--- src/rtl/robs_mult_seq.sv ---
// robs_mult_seq: sequential shift-add / Robertson multiplier, one multiplier bit per clock.
// Latency: start accepted at edge 0, done pulses in cycle WIDTH+1 (cycle 1 for a zero operand with ROBS_ZERO_SKIP_EN).
// Backpressure: none; start is only sampled in IDLE, and starts seen while busy are dropped.
//
// Optional feature macro: ROBS_ZERO_SKIP_EN (zero-operand early completion).
//
// Ports:
//   clk          rising-edge clock
//   reset        synchronous active-high reset, aborts any operation in flight
//   start        operation request, sampled only in IDLE
//   is_signed    1 = two's-complement (Robertson), 0 = unsigned; captured with the operands
//   multiplier   operand X, captured on the accept edge
//   multiplicand operand Y, captured on the accept edge
//   busy         high in CALC and DONE
//   done         one-cycle pulse, product valid
//   product      2*WIDTH result register, held until the next result is written
module robs_mult_seq #(
  parameter int WIDTH = 8
) (
  input  logic                 clk,
  input  logic                 reset,
  input  logic                 start,
  input  logic                 is_signed,
  input  logic [WIDTH-1:0]     multiplier,
  input  logic [WIDTH-1:0]     multiplicand,
  output logic                 busy,
  output logic                 done,
  output logic [2*WIDTH-1:0]   product
);

  localparam int CW = $clog2(WIDTH);

  typedef enum logic [1:0] {
    IDLE = 2'd0,
    CALC = 2'd1,
    DONE = 2'd2
  } state_t;

  state_t state, state_nxt;

  logic [WIDTH:0]   a_q;      // accumulator with guard bit
  logic [WIDTH:0]   m_q;      // multiplicand, sign- or zero-extended at load
  logic [WIDTH-1:0] q_q;      // multiplier, shifted right as product bits arrive
  logic [CW-1:0]    cnt_q;
  logic             mode_q;   // latched is_signed

  logic             last;
  logic             zero_op;
  logic [WIDTH+1:0] sum;      // one extra bit so the unsigned carry-out is visible
  logic [WIDTH:0]   a_nxt;
  logic [WIDTH-1:0] q_nxt;

  assign last = (cnt_q == '0);

`ifdef ROBS_ZERO_SKIP_EN
  assign zero_op = (multiplier == '0) || (multiplicand == '0);
`else
  assign zero_op = 1'b0;
`endif

  // Partial-product step. In signed mode the final multiplier bit is the sign
  // bit of X, weighted -2^(WIDTH-1), hence the subtraction on the last step.
  always_comb begin
    sum = {1'b0, a_q};
    if (q_q[0]) begin
      if (mode_q && last) begin
        sum = {1'b0, a_q} - {1'b0, m_q};
      end else begin
        sum = {1'b0, a_q} + {1'b0, m_q};
      end
    end
  end

  // Right shift of {S,Q}: signed mode replicates the sign of S, unsigned mode
  // shifts in the carry-out of the WIDTH+1-bit add (the guard bit already
  // holds any WIDTH-bit carry, so this is zero in practice).
  always_comb begin
    a_nxt = {(mode_q ? sum[WIDTH] : sum[WIDTH+1]), sum[WIDTH:1]};
    q_nxt = {sum[0], q_q[WIDTH-1:1]};
  end

  // State register
  always_ff @(posedge clk) begin
    if (reset) begin
      state <= IDLE;
    end else begin
      state <= state_nxt;
    end
  end

  // Next-state logic
  always_comb begin
    state_nxt = state;
    case (state)
      IDLE: begin
        if (start) begin
          state_nxt = zero_op ? DONE : CALC;
        end
      end
      CALC: begin
        if (last) begin
          state_nxt = DONE;
        end
      end
      DONE:    state_nxt = IDLE;
      default: state_nxt = IDLE;
    endcase
  end

  // Outputs
  always_comb begin
    busy = 1'b0;
    done = 1'b0;
    case (state)
      CALC: busy = 1'b1;
      DONE: begin
        busy = 1'b1;
        done = 1'b1;
      end
      default: begin
        busy = 1'b0;
        done = 1'b0;
      end
    endcase
  end

  // Datapath
  always_ff @(posedge clk) begin
    if (reset) begin
      a_q     <= '0;
      m_q     <= '0;
      q_q     <= '0;
      cnt_q   <= '0;
      mode_q  <= 1'b0;
      product <= '0;
    end else begin
      case (state)
        IDLE: begin
          if (start) begin
            a_q    <= '0;
            m_q    <= is_signed ? {multiplicand[WIDTH-1], multiplicand}
                                : {1'b0, multiplicand};
            q_q    <= multiplier;
            cnt_q  <= CW'(WIDTH - 1);
            mode_q <= is_signed;
            if (zero_op) begin
              product <= '0;
            end
          end
        end
        CALC: begin
          a_q <= a_nxt;
          q_q <= q_nxt;
          if (last) begin
            product <= {a_nxt[WIDTH-1:0], q_nxt};
          end else begin
            cnt_q <= cnt_q - 1'b1;
          end
        end
        default: begin
        end
      endcase
    end
  end

endmodule

--- config.mk ---
export PLATFORM = sky130hd
export DESIGN_NAME = robs_mult_seq
export DESIGN_NICKNAME = d
export VERILOG_FILES = /design/src/rtl/robs_mult_seq.sv
export SDC_FILE = /design/constraint.sdc
export NUM_CORES = 1
export LEC_CHECK = 0
export CELL_PAD_IN_SITES_DETAIL_PLACEMENT = 0
export CELL_PAD_IN_SITES_GLOBAL_PLACEMENT = 2
export CORE_UTILIZATION = 29
export CTS_BUF_LIST = sky130_fd_sc_hd__clkbuf_8 sky130_fd_sc_hd__clkbuf_16
export DETAILED_ROUTE_END_ITERATION = 10
export PLACE_DENSITY = 0.88
export SYNTH_ARGS = -nofsm -noshare
export SYNTH_HDL_FRONTEND = slang
export SYNTH_SLANG_ARGS = --single-unit
--- constraint.sdc ---
create_clock -name clk -period 2.7 [get_ports clk]
set_input_delay 0.54 -clock clk [delete_from_list [all_inputs] [get_ports clk]]
set_output_delay 0.54 -clock clk [all_outputs]
set_load 0.02 [all_outputs]
==> impl_results.md, run 1 <==
* Hold Path Class: reg2reg
* Drt initial violations at 49
* Crit end category: flip-flop
* Die Area at around 0.0093 sq mm
* Clock slew at reported path FFs at ~0.1 ns
* Clk sinks at 48
* Post-layout util at a little over two fifths
* Inserted Diodes at 0
* Number of global-route vias before repair at around 2500
* Crit-path slowest cell: or4_4
* IO Count at 38
* Reg-to-reg slack, setup at -0.12 ns
* Leak pwr at around 1.4 nW
* Async S/R FF share, synth at 0%
* Post-Route WL at 6780 microns
* Final Cycle Share at 104%
* Slew Limit Fails at 0
* Hold Path Stages at 2
* Max stage delay on crit path at around 0.57 ns
* Relative slew slack at 62.7%
* Worst EP required at roughly 2.9 ns
* First-pass GRT wire length at approximately 12000 microns
* Unrepaired setup endpoints after global routing: true
* PnR worst setup slack at -0.118 ns
* Die height at between 90 and 100 microns
* Final hold slack at between 0.4 and 0.5 ns
* Worst-Skew Late Latency at slightly above 0.3 ns
* Crit path arrival time at ~3.0 ns
* DR DRC count at 0
* Vias/cell at about 5.0
* Synth warn at 0
* Largest net degree at the start of global routing at 45
* Clk_skew at between 0.008 and 0.009 ns
* Detail Route Antenna Nets at 0
* Crit path kind: reg2reg
* Synth Cell Area at 0.00258 sq mm
* VDD IR-drop max at 0.000357 V
* Die X-Extent at roughly 96 microns
* Hold endpoint: product[2]
* Hold Vio Cnt, Final at 0
* Root Driver: clkbuf_8
* Pwr/cell area at approximately 740 mW/mm^2
* IO buf count at 37
* Register area share after synthesis at between 30% and 40%
* Cts bufs inserted at 5
* Synthesized Nets at roughly 360
* GRT Overall Usage at 16.3%
* Initial antenna violation count at 0
* Final setup violating endpoints at 3
* GPL Wtd Cong at slightly below 0.9
* CTS Hold Bufs at 0
* Number of synthesized flops with an enable pin at 0
* Area growth, synth to finish at 40.6%
* CP Max Fanout at 4
* #FFs+latches synth at 48
* Initial core utilization at between 20 and 30%
* Achievable Freq at approximately 350 MHz
* Grt ovf at 0
* Gate Count Post-Synth at around 320
* Ys flop type: dfxtp_1
* Hold path start: product[2]
* Routed len/inst at between 10 and 15 microns
* Via Count at around 2500
* Worst r2r src: m_q[2]
* Outcome: complete, but fails checks
* Total of max-cap violations at 0
* Htree depth at 2
* CTS tree: built
* Syn Area/Cell at about 8.1 sq um
* CP Cell Sequence: or4_4, o21ai_2, xor2_1, ha_1, a21oi_2, nor2b_4, a2111oi_4, xnor2_1, mux2i_1, o211ai_1
* HPWL after detailed placement at approximately 5000 microns
* Reg2reg end: a_q[8]
* Final layout net count at between 400 and 500
* Layout cells sized above 1 at 22.2%
* Reg2reg path depth at 10
* Power Total at 0.00270 W
* Netlist cell types at 47
* Startpoint types: flip-flop
* Row cnt at 34
* Slew @ Worst Pin at around 0.55 ns
* Core Box Area at between 0.008 and 0.009 sq mm
* Maximum buffer depth of the clock tree at 2
* Failing checks: setup timing
* Drt pass-1 iters at 4
* Minimum clock period at 2.82 ns
[worst max-delay path by stage]
| stage | start | to | slack (ns) | cells after the start |
|---|---|---|---|---|
| 6_report | m_q[2] | a_q[8] | -0.12 | 10 |
| 3_3_place_gp | cnt_q[1] | a_q[8] | -0.07 | 15 |
| 5_1_grt | m_q[2] | a_q[8] | -0.30 | 10 |
| 2_1_floorplan | cnt_q[0] | product[15] | 0.007 | 13 |
| 3_5_place_dp | cnt_q[1] | a_q[8] | -0.17 | 15 |
| 4_1_cts | m_q[2] | a_q[8] | -0.10 | 9 |
[stage by stage]
step           cell area, sq um  cells  setup TNS, ns  setup WS (ns)
6_report                   3630    496         -0.306         -0.118
5_1_grt                    3630    496         -0.983         -0.295
4_1_cts                    3500    495         -0.249         -0.101
3_5_place_dp               3340    487         -0.506         -0.170
3_3_place_gp               3340    487         -0.164        -0.0740
2_1_floorplan              2610    319              0        0.00684
[cell families after synthesis]
group / count (synthesis) / synth area share [%]
AO/OA/AOI/OAI: 89 / 21.8
XOR/XNOR: 9 / 3.05
adder cells (fa/ha/maj): 16 / 8.04
buffers and inverters: 26 / 3.83
flip-flops: 48 / 37.2
multiplexers: 11 / 4.26
AND/OR/NAND/NOR: 120 / 21.9
[cell usage after synthesis (3+ instances only)]
cell	number	area, sq um
xnor2_1	6	52.6
inv_1	12	45.0
nor2b_1	6	37.5
nor3_1	3	15.0
nor2_1	32	120
nand2b_1	5	31.3
dfxtp_1	48	961
ha_1	15	188
o21ai_0	15	75.1
nand3_1	3	15.0
a21oi_1	35	175
clkbuf_1	12	45.0
mux2i_1	11	110
nand2_1	54	203
xor2_1	3	26.3
a211oi_1	18	135
[layout make-up]
type | count | area (sq um)
Fill cell | 911 | 5050
Multi-Input combinational cell | 245 | 1720
Sequential cell | 48 | 965
Timing Repair Buffer | 75 | 656
Tap cell | 108 | 135
Clock buffer | 5 | 68.8
Clock inverter | 3 | 47.5
Inverter | 12 | 45.0
[sequential cells by signal, indices dropped and copies added, names as in the netlist]
| signal | count |
|---|---|
| product | 16 |
| a_q | 9 |
| m_q | 9 |
| q_q | 8 |
| cnt_q | 3 |
| state | 2 |
| mode_q | 1 |
[repair_timing]
action / in CTS / in global routing
gates resized for setup: 10 / 27
gates cloned: 0 / 0
pin swaps: 6 / 19
setup endpoints to repair: 6 / 11
setup buffers: 0 / 1
[where the power goes]
group | switching [W] | internal [W] | leakage, nW | total [W]
Sequential | 0.0000627 | 0.000797 | 0.393 | 0.000860
Clock | 0.000271 | 0.000279 | 0.0583 | 0.000550
Combinational | 0.000670 | 0.000617 | 0.915 | 0.00129
[metal layers]
metal / global-route usage, % / routed length (microns)
met3: 3.55 / 218
met5: 0 / 0
met1: 19.2 / 3010
met2: 28.9 / 3410
met4: 5.51 / 138
[cells in the final DEF (no fill, tap or decap), types with 3 or more instances in the layout]
master / n
a211oi_1: 14
a211oi_2: 4
a21oi_1: 30
a21oi_2: 4
buf_4: 38
clkbuf_8: 5
clkdlybuf4s50_1: 37
dfxtp_1: 45
dfxtp_2: 3
ha_1: 13
inv_1: 10
mux2i_1: 11
nand2_1: 53
nand2b_1: 5
nand3_1: 3
nor2_1: 31
nor2b_1: 4
nor2b_4: 3
nor3_1: 3
o21ai_0: 10
o21ai_1: 4
o21ai_2: 4
xnor2_1: 4
xor2_1: 3
[worst max-delay path: cells and delay by family, from the launching register on]
| kind | cells | cell delay [ns] |
|---|---|---|
| AO/OA/AOI/OAI | 4 | 0.87 |
| AND/OR/NAND/NOR | 2 | 0.65 |
| flip-flops | 1 | 0.33 |
| XOR/XNOR | 2 | 0.29 |
| multiplexers | 1 | 0.25 |
| adder cells (fa/ha/maj) | 1 | 0.30 |
(Power assumes the default switching activity.)
==> run 2: changes to the inputs <==
GPL_TIMING_DRIVEN = 0   (was default)
MAX_ROUTING_LAYER = met4   (was default)
==> impl_results.md, run 2 (synthesis results as in run 1) <==
* Outcome: complete, but fails checks
* Failing checks: setup timing
* Hold Path Class: reg2reg
* Reg2reg path depth at 10 (unchanged)
* Startpoint types: flip-flop
* Internal power at 0.00167 W (-1.3%)
* CP Max Fanout at 5 (+1)
* GRT Overall Usage at 16.4% (+0.16 points)
* Slew @ Worst Pin at 0.677 ns (+0.122 ns)
* Worst r2r src: m_q[3]
* Power Total at 0.00270 W (about the same)
* Most flops, register: product
* # fillers at 904 (-0.77%)
* Commonest non-fill, non-tap cell in the layout: nand2_1
* Number of global-route vias before repair at 2346 (-5.8%)
* Fin cells at 492 (-0.81%)
* DR DRC count at 0 (unchanged)
* Via Count at 2455 (-0.32%)
* Hold endpoint: product[1]
* Inserted Diodes at 0 (unchanged)
* Combinational share of power at 47.2% (-0.5 points)
* Worst-Skew Late Latency at 0.31 ns (about the same)
* Sequential share of power at 32.4% (+0.5 points)
* Row cnt at 34 (unchanged)
* Clock network fraction of total power at 20.4% (about the same)
* Initial antenna violation count at 0 (unchanged)
* Maximum buffer depth of the clock tree at 2 (unchanged)
* Drt initial violations at 86 (+76%)
* Max stage delay on crit path at 0.55 ns (-0.02 ns)
* Final layout net count at 419 (-0.95%)
* Reg2reg end: product[15]
* Initial core utilization at 29.8% (unchanged)
* Root Driver: clkbuf_8
* CP top delay family: compound AO/OA/AOI/OAI gates
* Clk sinks at 48 (unchanged)
* PnR worst setup slack at -0.261 ns (-0.144 ns)
* Drt pass-1 iters at 4 (unchanged)
* Area growth, synth to finish at 37.1%
* Grt ovf at 0 (unchanged)
* Pwr/cell area at 762 mW/mm^2 (+2.7%)
* IO Count at 38 (unchanged)
* Hold path start: product[1]
* Die X-Extent at 96.4 microns (unchanged)
* Total of max-cap violations at 0 (unchanged)
* Crit end category: flip-flop
* Vias/cell at 4.99 (+0.49%)
* GPL Wtd Cong at 0.796 (-8.4%)
* Die height at 96.4 microns (unchanged)
* Htree depth at 2 (unchanged)
* Crit path arrival time at 3.19 ns (+0.18 ns)
* Final setup violating endpoints at 9 (+6)
* HPWL after detailed placement at 4880 microns (+0.21%)
* Hold Vio Cnt, Final at 0 (unchanged)
* Reg-to-reg slack, setup at -0.26 ns (-0.14 ns)
* Cts bufs inserted at 5 (unchanged)
* Routed len/inst at 14.2 microns (+4.0%)
* Crit path kind: reg2reg
* Minimum clock period at 2.96 ns (+0.144 ns)
* Biggest regs: product: 16 flops, a_q: 9 flops, m_q: 9 flops
* Unrepaired setup endpoints after global routing: true
* Slew Limit Fails at 0 (unchanged)
* Crit-path slowest cell: or4_4
* Sw Share at 38.1% (+0.88 points)
* Post-Place Cells at 463 (-4.9%)
* Most frequent cells in the layout: nand2_1 (53), dfxtp_1 (41), clkdlybuf4s50_1 (36)
* Detail Route Antenna Nets at 0 (unchanged)
* Leak pwr at 1.30 nW (-4.7%)
* Die Area at 0.00929 sq mm (unchanged)
* Final Cycle Share at 110% (+5.3 points)
* Relative slew slack at 54.9% (-7.8 points)
* Buf+Inv Stages, Crit Path at 1 (+1)
* Largest net degree at the start of global routing at 17 (-62%)
* CTS tree: built
* Post-Route WL at 6990 microns (+3.2%)
* First-pass GRT wire length at 11300 microns (-3.7%)
* Clock slew at reported path FFs at 0.10 ns (about the same)
* Layout cells sized above 1 at 18.8% (-3.4 points)
* IO buf count at 36 (-2.7%)
* Achievable Freq at 338 MHz (-4.9%)
* Core Box Area at 0.00868 sq mm (unchanged)
* Clk_skew at 0.0136 ns (+0.00551 ns)
* Hold Path Stages at 2 (unchanged)
* Switching power total at 0.00103 W (+2.5%)
* Worst EP required at 2.93 ns (+0.04 ns)
* Number of flip-flops in the largest register at 16 (unchanged)
* CP Cell Sequence: or4_4, o41ai_4, xor2_1, ha_1, and3_4, a2111oi_4, xnor2_1, mux2i_2, buf_4, a211oi_2
* VDD IR-drop max at 0.000236 V (-34%)
run 2: cell count changes in the layout (fill, tap and decap cells not counted), sizes merged:
cell / change
buf: -15
clkbuf: +12
clkdlybuf4s50: -1
run 2: worst reg2reg max path, stage by stage (launching register included):
cell,delay [ns]
dfxtp_4,0.36
or4_4,0.55
o41ai_4,0.25
xor2_1,0.24
ha_1,0.32
and3_4,0.18
a2111oi_4,0.36
xnor2_1,0.18
mux2i_2,0.10
buf_4,0.18
a211oi_2,0.16
run 2: how the worst max path moves through the flow:
stage / startpoint / endpoint / cells after the start
global route: m_q[3] / a_q[8] / 10
finish: m_q[3] / product[15] / 10
floorplan: cnt_q[0] / product[15] / 13
CTS: m_q[3] / a_q[8] / 9
detailed placement: cnt_q[0] / product[15] / 13
global placement: cnt_q[0] / product[15] / 12
run 2: metrics by stage:
step | setup WS [ns] | TNS [ns] | hold slack (ns) | utilization (%) | cell area [sq um]
final | -0.261 | -1.05 | 0.457 | 40.8 | 3540
after global routing | -0.337 | -2.23 | 0.479 | 40.8 | 3540
after CTS | -0.194 | -0.683 | 0.462 | 39.7 | 3450
after detailed placement | -0.471 | -2.21 | 0.448 | 35.8 | 3100
after global placement | -0.416 | -2.00 | 0.443 | 35.8 | 3100
after floorplan | 0.00684 | 0 | 0.439 | - | 2610
run 2: layout make-up:
type | instances | area [sq um] | share of cell area [%]
clock inverters | 3 | 47.5 | 1.34
multi-input cells | 245 | 1700 | 47.9
plain buffers | 14 | 53.8 | 1.52
inverters | 12 | 45.0 | 1.27
well taps | 108 | 135 | 3.82
flip-flops and latches | 48 | 972 | 27.5
repair buffers | 57 | 522 | 14.7
clock buffers | 5 | 68.8 | 1.94
run 2: layer usage:
metal  GRT usage [%]  vias up  routed length (microns)  part of all wire (%)
met5               -        -                        0                     0
met4            5.02        0                       99                   1.4
met3            2.92       11                      250                   3.6
met2            27.7       38                     3410                    49
met1            19.9     1159                     3230                    46
li1                -     1247                        -                     -
run 2: repair_timing:
action | 4_1_cts | 5_1_grt
endpoints found under the setup margin | 10 | 11
gates cloned | 0 | 0
pin swaps | 19 | 10
buffers inserted | 17 | 4
hold buffers | 0 | 0
hold endpoints to repair | 0 | 0
resized for setup | 28 | 14
run 2: power by group through the flow:
stage | logic [W] | registers [W] | clock network (W)
global route | 0.00140 | 0.000889 | 0.000591
floorplan | 0.000691 | 0.000899 | 0
CTS | 0.00118 | 0.000872 | 0.000559
detailed placement | 0.000980 | 0.000888 | 0
global placement | 0.000969 | 0.000886 | 0
finish | 0.00127 | 0.000875 | 0.000550
==> run 3: changes to the inputs <==
CORE_MARGIN = 4   (was default)
==> impl_results.md, run 3 (synthesis results as in run 1) <==
* Max stage delay on crit path at 0.55 ns (about the same)
* CTS tree: built
* Layout cells sized above 1 at 16.2% (-2.5 points)
* Most frequent cells in the layout: nand2_1 (53), dfxtp_1 (42), clkdlybuf4s50_1 (36)
* CP Max Fanout at 5 (unchanged)
* Reg-to-reg slack, setup at -0.21 ns (+0.05 ns)
* Area occupied by multi-input gates at 0.00169 sq mm (-0.66%)
* Drt pass-1 iters at 4 (unchanged)
* Number of global-route vias before repair at 2303 (-1.8%)
* Unrepaired setup endpoints after global routing: true
* Crit-path slowest cell: or4_4
* Pre-CTS WS at -0.446 ns (+0.0259 ns)
* Cts bufs inserted at 5 (unchanged)
* HPWL after detailed placement at 4900 microns (+0.42%)
* Biggest regs: product: 16 flops, a_q: 9 flops, m_q: 9 flops
* Via Count at 2386 (-2.8%)
* Reg2reg path depth at 10 (unchanged)
* IO buf count at 36 (unchanged)
* Hold Path Stages at 2 (unchanged)
* Clk_skew at 0.0102 ns (-0.00337 ns)
* Failing checks: setup timing
* Total of max-cap violations at 0 (unchanged)
* IO Count at 38 (unchanged)
* Relative slew slack at 55.6% (+0.74 points)
* Worst EP required at 2.88 ns (-0.05 ns)
* Die Area at 0.0105 sq mm (+13%)
* Grt ovf at 0 (unchanged)
* Hold Vio Cnt, Final at 0 (unchanged)
* Final setup violating endpoints at 5 (-4)
* Die X-Extent at 102 microns (+6.2%)
* Worst Setup EP: a_q[8]
* Outcome: complete, but fails checks
* Routed len/inst at 14.0 microns (-1.5%)
* First-pass GRT wire length at 11300 microns (+0.43%)
* Final Cycle Share at 108% (-2.0 points)
* Initial antenna violation count at 0 (unchanged)
* Crit path arrival time at 3.09 ns (-0.10 ns)
* Sum Neg Setup Slack at -0.585 ns (+0.468 ns)
* Pwr/cell area at 749 mW/mm^2 (-1.8%)
* # fillers at 910 (+0.66%)
* Root Driver: clkbuf_8
* Row cnt at 34 (unchanged)
* GPL Wtd Cong at 0.816 (+2.5%)
* VDD IR-drop max at 0.000236 V (about the same)
* Slew @ Worst Pin at 0.665 ns (-0.0111 ns)
* Most flops, register: product
* Achievable Freq at 344 MHz (+1.9%)
* Initial core utilization at 29.8% (unchanged)
* Detail Route Antenna Nets at 0 (unchanged)
* Area growth, synth to finish at 34.4%
* Clk sinks at 48 (unchanged)
* Hold Path Class: reg2reg
* Clock slew at reported path FFs at 0.10 ns (about the same)
* Commonest non-fill, non-tap cell in the layout: nand2_1
* Slew Limit Fails at 0 (unchanged)
* Leak pwr at 1.27 nW (-2.8%)
* PnR worst setup slack at -0.207 ns (+0.0545 ns)
* Maximum buffer depth of the clock tree at 2 (unchanged)
* GRT Overall Usage at 14.1% (-2.3 points)
* Inserted Diodes at 0 (unchanged)
* Worst-Skew Late Latency at 0.31 ns (about the same)
* Die height at 102 microns (+6.2%)
* Final layout net count at 411 (-1.9%)
* DR DRC count at 0 (unchanged)
* CP Cell Sequence: or4_4, o21ai_2, xor2_2, ha_2, a21oi_4, nor2b_4, a2111oi_4, xnor2_1, mux2i_2, o211ai_1
* FF/Latch Area at 973 sq um (+0.13%)
* Number of flip-flops in the largest register at 16 (unchanged)
* Vias/cell at 4.93 (-1.2%)
* Startpoint types: flip-flop
* Post-Route WL at 6780 microns (-3.1%)
* Largest net degree at the start of global routing at 17 (unchanged)
* Crit path kind: reg2reg
* Worst r2r src: m_q[3]
* Htree depth at 2 (unchanged)
* Crit end category: flip-flop
* Core Box Area at 0.00868 sq mm (unchanged)
* CP startpoint: m_q[3]
* Drt initial violations at 59 (-31%)
* Reg2reg end: a_q[8]
* Minimum clock period at 2.91 ns (-0.0545 ns)
## run 3: stage by stage
stage | instance area (sq um) | cells | total power (W) | utilization (%) | hold WS [ns]
finish | 3470 | 484 | 0.00260 | 40.0 | 0.457
global route | 3470 | 484 | 0.00279 | 40.0 | 0.487
CTS | 3370 | 480 | 0.00253 | 38.8 | 0.463
detailed placement | 3100 | 463 | 0.00187 | 35.8 | 0.448
global placement | 3100 | 463 | 0.00186 | 35.8 | 0.442
floorplan | 2610 | 319 | 0.00159 | - | 0.439
## run 3: per-layer routing
layer / vias to the layer above / global-route usage (%) / wire (microns)
li1: 1237 / - / -
met1: 1100 / 17.4 / 3120
met2: 37 / 22.9 / 3270
met3: 12 / 3.07 / 242
met4: 0 / 4.24 / 140
met5: - / - / 0
## run 3: worst min-delay path by stage
| stage | startpoint | endpoint | slack, ns |
|---|---|---|---|
| CTS | product[3] | product[3] | 0.46 |
| global route | product[2] | product[2] | 0.49 |
| detailed placement | product[3] | product[3] | 0.45 |
| global placement | product[3] | product[3] | 0.44 |
| finish | product[3] | product[3] | 0.46 |
| floorplan | a_q[7] | a_q[7] | 0.44 |
## run 3: area by class of cell
type / count / share of cell area, %
multi-input cells: 245 / 48.6
flip-flops and latches: 48 / 28.1
repair buffers: 49 / 13.2
well taps: 108 / 3.89
clock buffers: 5 / 1.98
plain buffers: 14 / 1.55
clock inverters: 3 / 1.37
inverters: 12 / 1.37
## run 3: what timing repair did
action,in CTS,in global routing
setup buffers,9,5
pin swaps,11,8
hold buffers,0,0
endpoints found under the setup margin,8,11
gates resized for setup,21,18
## run 3: worst max-delay path: cells and delay by family (launching register included)
family          cells  cell delay (ns)
fa+ha+maj           1             0.35
xor+xnor            2             0.32
simple gates        2             0.62
compound gates      4             0.84
flops               1             0.35
mux                 1             0.30
## run 3: power by group
part	total, W	switching, W	internal (W)
Sequential	0.000875	0.0000765	0.000799
Clock	0.000542	0.000262	0.000279
Combinational	0.00118	0.000647	0.000533
Total	0.00260	0.000986	0.00161
